### src/rtl/bram_dp_true_be.sv
// True dual-port byte-write RAM on one clock, selectable same-port read-during-write mode.
// Latency 1 cycle (OUT_REG=0) or 2 cycles (OUT_REG=1); no backpressure, every enabled access is taken.
module bram_dp_true_be #(
   parameter int    RAM_WIDTH     = 32,
   parameter int    RAM_ADDR_BITS = 4,
   parameter int    BYTE_WIDTH    = 8,
   parameter string WRITE_MODE    = "READ_FIRST",
   parameter int    OUT_REG       = 0,
   localparam int   NB            = RAM_WIDTH / BYTE_WIDTH
) (
   input  logic                     clk_i,
   input  logic                     rst_n_i,
   input  logic                     en_a_i,
   input  logic [NB-1:0]            we_a_i,
   input  logic [RAM_ADDR_BITS-1:0] addr_a_i,
   input  logic [RAM_WIDTH-1:0]     data_a_i,
   output logic [RAM_WIDTH-1:0]     data_a_o,
   output logic                     valid_a_o,
   input  logic                     en_b_i,
   input  logic [NB-1:0]            we_b_i,
   input  logic [RAM_ADDR_BITS-1:0] addr_b_i,
   input  logic [RAM_WIDTH-1:0]     data_b_i,
   output logic [RAM_WIDTH-1:0]     data_b_o,
   output logic                     valid_b_o,
   output logic                     collision_o
);

   localparam int RAM_DEPTH = 2 ** RAM_ADDR_BITS;
   localparam bit MODE_WF   = (WRITE_MODE == "WRITE_FIRST");
   localparam bit MODE_NC   = (WRITE_MODE == "NO_CHANGE");

   generate
      if (RAM_WIDTH % BYTE_WIDTH != 0) begin : g_bad_width
         $error("bram_dp_true_be: RAM_WIDTH must be a multiple of BYTE_WIDTH");
      end
      if (WRITE_MODE != "READ_FIRST" && WRITE_MODE != "WRITE_FIRST" &&
          WRITE_MODE != "NO_CHANGE") begin : g_bad_mode
         $error("bram_dp_true_be: illegal WRITE_MODE");
      end
   endgenerate

   logic [RAM_WIDTH-1:0] old_a, old_b;
   logic [RAM_WIDTH-1:0] mask_a, mask_b;
   logic [RAM_WIDTH-1:0] merged_a, merged_b;

   // One narrow array per lane; B is written first so A wins on a shared lane.
   genvar k;
   generate
      for (k = 0; k < NB; k++) begin : g_lane
         logic [BYTE_WIDTH-1:0] mem [RAM_DEPTH];

         always_ff @(posedge clk_i) begin
            if (rst_n_i) begin
               if (en_b_i && we_b_i[k])
                  mem[addr_b_i] <= data_b_i[k*BYTE_WIDTH +: BYTE_WIDTH];
               if (en_a_i && we_a_i[k])
                  mem[addr_a_i] <= data_a_i[k*BYTE_WIDTH +: BYTE_WIDTH];
            end
         end

         assign old_a[k*BYTE_WIDTH +: BYTE_WIDTH]  = mem[addr_a_i];
         assign old_b[k*BYTE_WIDTH +: BYTE_WIDTH]  = mem[addr_b_i];
         assign mask_a[k*BYTE_WIDTH +: BYTE_WIDTH] = {BYTE_WIDTH{we_a_i[k]}};
         assign mask_b[k*BYTE_WIDTH +: BYTE_WIDTH] = {BYTE_WIDTH{we_b_i[k]}};
      end
   endgenerate

   assign merged_a = (old_a & ~mask_a) | (data_a_i & mask_a);
   assign merged_b = (old_b & ~mask_b) | (data_b_i & mask_b);

   logic                 ld_a, ld_b;
   logic [RAM_WIDTH-1:0] nxt_a, nxt_b;
   logic                 col_hit;

   // Reads and READ_FIRST writes return the pre-edge word; NO_CHANGE writes load nothing.
   always_comb begin
      ld_a  = 1'b0;
      nxt_a = old_a;
      if (en_a_i) begin
         if (we_a_i == '0 || !(MODE_WF || MODE_NC)) begin
            ld_a = 1'b1;
         end else if (MODE_WF) begin
            ld_a  = 1'b1;
            nxt_a = merged_a;
         end
      end
   end

   always_comb begin
      ld_b  = 1'b0;
      nxt_b = old_b;
      if (en_b_i) begin
         if (we_b_i == '0 || !(MODE_WF || MODE_NC)) begin
            ld_b = 1'b1;
         end else if (MODE_WF) begin
            ld_b  = 1'b1;
            nxt_b = merged_b;
         end
      end
   end

   assign col_hit = en_a_i && en_b_i && (addr_a_i == addr_b_i) &&
                    ((we_a_i & we_b_i) != '0);

   logic [RAM_WIDTH-1:0] d_a_q, d_b_q;
   logic                 v_a_q, v_b_q, col_q;

   always_ff @(posedge clk_i or negedge rst_n_i) begin
      if (!rst_n_i) begin
         d_a_q <= '0;
         d_b_q <= '0;
         v_a_q <= 1'b0;
         v_b_q <= 1'b0;
         col_q <= 1'b0;
      end else begin
         v_a_q <= ld_a;
         v_b_q <= ld_b;
         col_q <= col_hit;
         if (ld_a) d_a_q <= nxt_a;
         if (ld_b) d_b_q <= nxt_b;
      end
   end

   generate
      if (OUT_REG != 0) begin : g_out_reg
         logic [RAM_WIDTH-1:0] d_a_q2, d_b_q2;
         logic                 v_a_q2, v_b_q2, col_q2;

         // Stage 1 already holds across idle cycles, so a plain copy keeps the hold behaviour.
         always_ff @(posedge clk_i or negedge rst_n_i) begin
            if (!rst_n_i) begin
               d_a_q2 <= '0;
               d_b_q2 <= '0;
               v_a_q2 <= 1'b0;
               v_b_q2 <= 1'b0;
               col_q2 <= 1'b0;
            end else begin
               d_a_q2 <= d_a_q;
               d_b_q2 <= d_b_q;
               v_a_q2 <= v_a_q;
               v_b_q2 <= v_b_q;
               col_q2 <= col_q;
            end
         end

         assign data_a_o    = d_a_q2;
         assign data_b_o    = d_b_q2;
         assign valid_a_o   = v_a_q2;
         assign valid_b_o   = v_b_q2;
         assign collision_o = col_q2;
      end else begin : g_out_direct
         assign data_a_o    = d_a_q;
         assign data_b_o    = d_b_q;
         assign valid_a_o   = v_a_q;
         assign valid_b_o   = v_b_q;
         assign collision_o = col_q;
      end
   endgenerate

endmodule
### config.mk
export PLATFORM = sky130hd
export DESIGN_NAME = bram_dp_true_be
export DESIGN_NICKNAME = d
export VERILOG_FILES = /design/src/rtl/bram_dp_true_be.sv
export SDC_FILE = /design/constraint.sdc
export NUM_CORES = 1
export LEC_CHECK = 0
export CAP_MARGIN = 20
export CORE_AREA = 2 2 252 303
export DETAILED_ROUTE_END_ITERATION = 6
export DIE_AREA = 0 0 254 305
export SLEW_MARGIN = 20
export SYNTH_ARGS = -nofsm -noshare
export SYNTH_HDL_FRONTEND = slang
export SYNTH_SLANG_ARGS = --single-unit
### constraint.sdc
create_clock -name clk_i -period 2 [get_ports clk_i]
set_clock_uncertainty 0.15 [all_clocks]
set_input_delay 0.5 -clock clk_i [delete_from_list [all_inputs] [get_ports clk_i]]
set_output_delay 0.5 -clock clk_i [all_outputs]
set_load 0.05 [all_outputs]
* Word-level counts from Yosys, hierarchy flattened
Memory sizes are Yosys's and may differ from the RTL's. A register that Yosys moved wholly into a read port is not among the register bits.
Cells that the tools add are included.
** Storage, ports and cells
- Register bits after elaboration :: 3
- Bits in latches :: 0
- Memory bits (writable) :: 512
- Memory bits (read-only) :: 0
- Input port bits :: 84
- Output and inout port bits :: 67
- Logic and storage cells :: 55
- Memories :: 4
** Operators by class
- $add $sub $neg :: 0
- Multipliers :: 0
- Divide/modulo/power cells :: 0
- Magnitude comparators :: 0
- Eq/ne operators :: 1
- Shift operators :: 0
- Multiplexer cells :: 26
- Bitwise operators :: 1
- Reductions and logical operators :: 20
** Memories
- g_lane[0].mem :: depth 16, width 8, read ports 2, clocked after Yosys merged registers in 2, write ports 2, RTL line 50 : logic [BYTE_WIDTH-1:0] mem [RAM_DEPTH];
- g_lane[1].mem :: depth 16, width 8, read ports 2, clocked after Yosys merged registers in 2, write ports 2, RTL line 50
- g_lane[2].mem :: depth 16, width 8, read ports 2, clocked after Yosys merged registers in 2, write ports 2, RTL line 50
- g_lane[3].mem :: depth 16, width 8, read ports 2, clocked after Yosys merged registers in 2, write ports 2, RTL line 50
** Operators by type and width (number)
- two-way mux 1 bit :: 26
- logical AND 1 bit :: 11
- zero test 1 bit :: 8
- AND 4 bit :: 1
- equality test 4 bit :: 1
- nonzero test 4 bit :: 1

* Longest topological paths before layout
- Depth after elaboration :: 4
- Depth in mapped cells :: 8
- Mapped depth without buffers :: 4

* Worst setup path after synthesis
OpenSTA, ideal clock, no wires.
- Path kind :: input to register
- From :: input port addr_b_i[1]
- To :: memory g_lane[1].mem[10][0], enable pin
- Library setup time :: 384 ps
- Arrival :: 2051 ps
- Data required time :: 1466 ps
- Slack :: -585 ps
- Stages on the path :: 6
- Path buffers :: 3
- Path through :: buf_4 buf_4 buf_4 nor2b_1 nand2_1 o21ai_0
** RTL lines
- start: declaration :: RTL line 21 : input logic [RAM_ADDR_BITS-1:0] addr_b_i,
- end: declaration :: RTL line 50

* Worst setup path in the final report
- From :: register d_a_q[21] (netlist: data_a_o[21]) (read register of g_lane[2].mem)
- To :: output port data_a_o[21]
** RTL lines
- start: declaration :: RTL line 105 : logic [RAM_WIDTH-1:0] d_a_q, d_b_q;
- end: declaration :: RTL line 17 : output logic [RAM_WIDTH-1:0] data_a_o,
No word-level cell between the ends.

==> summary.md <==
| Metric | Value |
|---|---|
| Status | completed |
| Die Span X | 254 um |
| Layout cells sized above 1 | 0.4451 |
| DR DRC count | 0 |
| Worst setup EP type | primary output |
| M2 GR Usage | 0.5000 |
| Syn_area_per_cell | 13.66 um2 |
| Yosys reg bits | 579 |
| Routed WL | 115600 um |
| Starting Density | 0.4464 |
| GR Util met1 | 0.3796 |
| Flop pwr share | 0.457 |
| Die height | 305 um |
| Max-Slew Margin vs Limit | 0.4870 |
| CP max stage delay | 440 ps |
| Clk slew on worst S/H paths | 60 ps |
| CP Depth | 1 |
| Vias post-DR | 24211 |
| # setup viols final | 0 |
| H-tree levels | 3 |
| Min Clock Period, post-route | 1934 ps |
| Period utilisation layout | 0.9670 |
| RSZ-0062 raised after global routing | no |
| Setup Fix Bufs, Post-CTS | 0 |
| Sw Ratio | 0.2661 |
| Psw | 7.982 mW |
| Biggest area consumer among synthesized cells | edfxtp_1 |
| Met3 Use GR | 0.05799 |
| Maximum VDD drop | 0.6447 mV |
| Leak | 15.60 nW |
| First-pass DRT Iterations | 5 |
| Unique masters post-synth | 42 |
| CP Launch Point | data_a_o[21] |
| Critical Path Start Type | flop |
| HPWL after DPL | 82870 um |
| Final instance area | 41880 um2 |
| Rows | 110 |
| Port Buffers | 150 |
| F_max | 517.1 MHz |
| Crit Reg-Reg Endpoint | data_a_o[15] |
| Power per cell area | 716.3 nW/um2 |
| Clk pwr share | 0.386 |
| Max-Cap Viols | 0 |
| Yosys top cell area share | 0.4617 |
| Critical path class | flop to primary output |
| CP endpoint | data_a_o[21] |
| Mux contribution to synthesized area | 0.3319 |
| Setup TNS | 0 ps |
| Buf/Inv on CP | 1 |
| Largest net degree at the start of global routing | 47 |
| Reg2Reg Setup Slack | 300 ps |
| Vias in the first global route | 25135 |
| Initial antenna violation count | 3 |
| Post-synthesis simple-gate area fraction | 0.05107 |
| Post-Syn Nets | 2521 |
| Main synth FF type | edfxtp_1 |
| Worst-path maximum fanout | 2 |
| Clock Sink Count | 579 |
| Initial DRC Count | 2262 |
| RePlAce Congestion | 0.8985 |
| WP data required | 1350 ps |
| Tot GR Track Use | 0.2990 |
| Hold Fails Final Rpt | 0 |
| GRT Max-Usage Layer | met2 |
| Area after DPL | 39830 um2 |
| Gate count after technology mapping | 2437 |
| Post-Synth Adder-Cell Area | 0 |
| Sequential share of the synthesized area | 0.5121 |
| CP cell instances | buf_4 |
| Gate power share | 0.157 |
| Worst path arrival time | 1280 ps |
| CTS root buffer | clkbuf_16 |
| FF-to-FF Start | g_lane[1].mem[11][7] |
| Cell Area, Synth | 33300 um2 |
| CTS tree | done |
| Post-route ant nets | 0 |
| Antenna Cells | 0 |
| Post-Layout Cell Count | 3931 |
| Synth warn | 0 |
| R2R depth | 4 |
| Async SR Flop Fraction | 0.1157 |
| Synth Area in XOR/XNOR | 0.001052 |
| Core area | 74600 um2 |
| First-pass GRT wire length | 169100 um |
| Fin. max-slew vios | 0 |
| Wire length per cell | 29.39 um |
| Bufs on Longest Clock Path | 3 |
| Worst-Margin Slew | 769.4 ps |
| DR vias/cell | 6.159 |
| Compound-gate portion of the synthesized area | 0.06884 |
| Hold Crit Class | input pin to async pin |
| Area grow syn2layout | 25.77% |
| Die area | 77470 um2 |
| Overall power consumption | 30.00 mW |
| Cell Int Power | 22.02 mW |
| Crit-path slowest cell | dfrtp_1 |
| I/O pin total | 151 |
| Num CTS Buffers | 66 |
| Inst Count DP | 3810 |
| Final nets | 2955 |
| Clk Latency, worst-skew pair | 620 ps |
| EDFF count, synth | 512 |
| Critical path's top delay family | flip-flops |
| Combinational family with the most area after synthesis | multiplexers |
| Gr ovfl total | 0 |
| Ranking of synthesized cells by area | edfxtp_1 46%, mux2_2 17%, mux2i_1 12% |
## cell usage in the layout, fill, tap and decap left out, drive strengths merged
cell	synthesis	final
nor2	152	152
o21ai	78	78
a2bb2oi	30	30
clkinv	0	26
nand3	75	75
and3	5	5
nand3b	6	6
edfxtp	512	512
inv	0	4
xnor2	1	1
clkdlybuf4s50	0	70
a22oi	2	2
or3b	6	6
nor2b	7	7
clkinvlp	0	2
nand2	61	61
dlymetal6s2s	0	1
clkbuf	126	86
and2	4	4
mux2	512	512
buf	90	509
xor2	3	3
a31oi	64	64
mux4	64	64
nor4	2	2
o22ai	148	148
or3	2	2
nand4	1	1
a221oi	34	34
bufinv	0	2
dfrtp	67	67
dlygate4sd3	0	1
mux2i	384	384
dlygate4sd2	0	1
and2b	1	1
## Yosys cell counts, types with 2 or more instances
| cell type | number |
|---|---|
| edfxtp_1 | 512 |
| mux2_2 | 511 |
| mux2i_1 | 384 |
| o22ai_1 | 148 |
| nor2_1 | 132 |
| clkbuf_1 | 124 |
| o21ai_0 | 73 |
| dfrtp_1 | 67 |
| a31oi_1 | 64 |
| mux4_2 | 64 |
| nand2_1 | 47 |
| nand3_1 | 42 |
| buf_4 | 38 |
| a221oi_1 | 34 |
| nand3_2 | 32 |
| a2bb2oi_1 | 30 |
| buf_2 | 27 |
| buf_6 | 20 |
| nor2_2 | 16 |
| nand2_2 | 13 |
| nor2b_1 | 7 |
| nand3b_1 | 6 |
| and3_1 | 5 |
| o21ai_1 | 5 |
| or3b_1 | 5 |
| and2_1 | 4 |
| nor2_4 | 4 |
| buf_1 | 3 |
| xor2_1 | 3 |
| a22oi_1 | 2 |
| buf_8 | 2 |
| clkbuf_4 | 2 |
| or3_1 | 2 |
## worst reg2reg max path, stage by stage (launching register included)
cell and delay (ps):
edfxtp_1 380, mux2i_1 90, a221oi_1 500, o21ai_0 280, a31oi_1 220
## power groups by stage
| stage | registers [mW] | logic [mW] | clock network [mW] |
|---|---|---|---|
| after floorplan | 14.5 | 2.15 | 0 |
| after global placement | 13.9 | 4.58 | 0 |
| after detailed placement | 13.9 | 4.66 | 0 |
| after CTS | 13.7 | 4.67 | 11.8 |
| after global routing | 13.7 | 4.93 | 12.2 |
| final | 13.7 | 4.71 | 11.6 |
## stage by stage
stage	setup slack [ps]	utilization	hold WS (ps)
6_report	66.07	0.5614	40.66
5_1_grt	18.24	0.5614	36.49
4_1_cts	6.252	0.5612	6.507
3_5_place_dp	-666.2	0.5340	382.3
3_3_place_gp	-644.5	0.5340	388.5
2_1_floorplan	-301.8	-	54.41
## per-layer routing
| metal | vias to the layer above | routed length, um |
|---|---|---|
| met2 | 1064 | 56950 |
| li1 | 10533 | - |
| met3 | 247 | 8784 |
| met1 | 12361 | 45190 |
| met5 | - | 32 |
| met4 | 6 | 4595 |
## cell families (layout without fill, tap and decap cells)
logic type / Yosys count / in the layout
mux: 960 / 960
compound gates: 356 / 356
simple gates: 322 / 322
buf+inv: 216 / 702
flops: 579 / 579
xor+xnor: 4 / 4
## final cells by class
cell class | instances | area [um2]
clock inverters | 34 | 245.2
flip-flops and latches | 579 | 17050
well taps | 1008 | 1261
fillers | 6158 | 32720
repair buffers | 582 | 6030
clock buffers | 86 | 1778
multi-input cells | 1642 | 15510
## how the worst min path moves through the flow
stage	endpoint	slack, ps	cells after the start
floorplan	collision_o	50	0
global placement	data_b_o[22]	390	2
detailed placement	data_b_o[8]	380	2
CTS	data_b_o[28]	7	3
global route	data_b_o[30]	40	3
finish	data_b_o[28]	40	3
## timing repair
item | CTS | global route
hold buffers | 1 | 0
resized for setup | 1 | 2
hold endpoints to repair | 7 | 0
endpoints found under the setup margin | 14 | 53
cloned | 0 | 0
## registers in the layout, indices dropped and copies added, names as in the netlist
signal / count
valid_b_o: 1
valid_a_o: 1
data_a_o: 32
g_lane.mem: 512
data_b_o: 32
collision_o: 1
(Power assumes the default switching activity.)
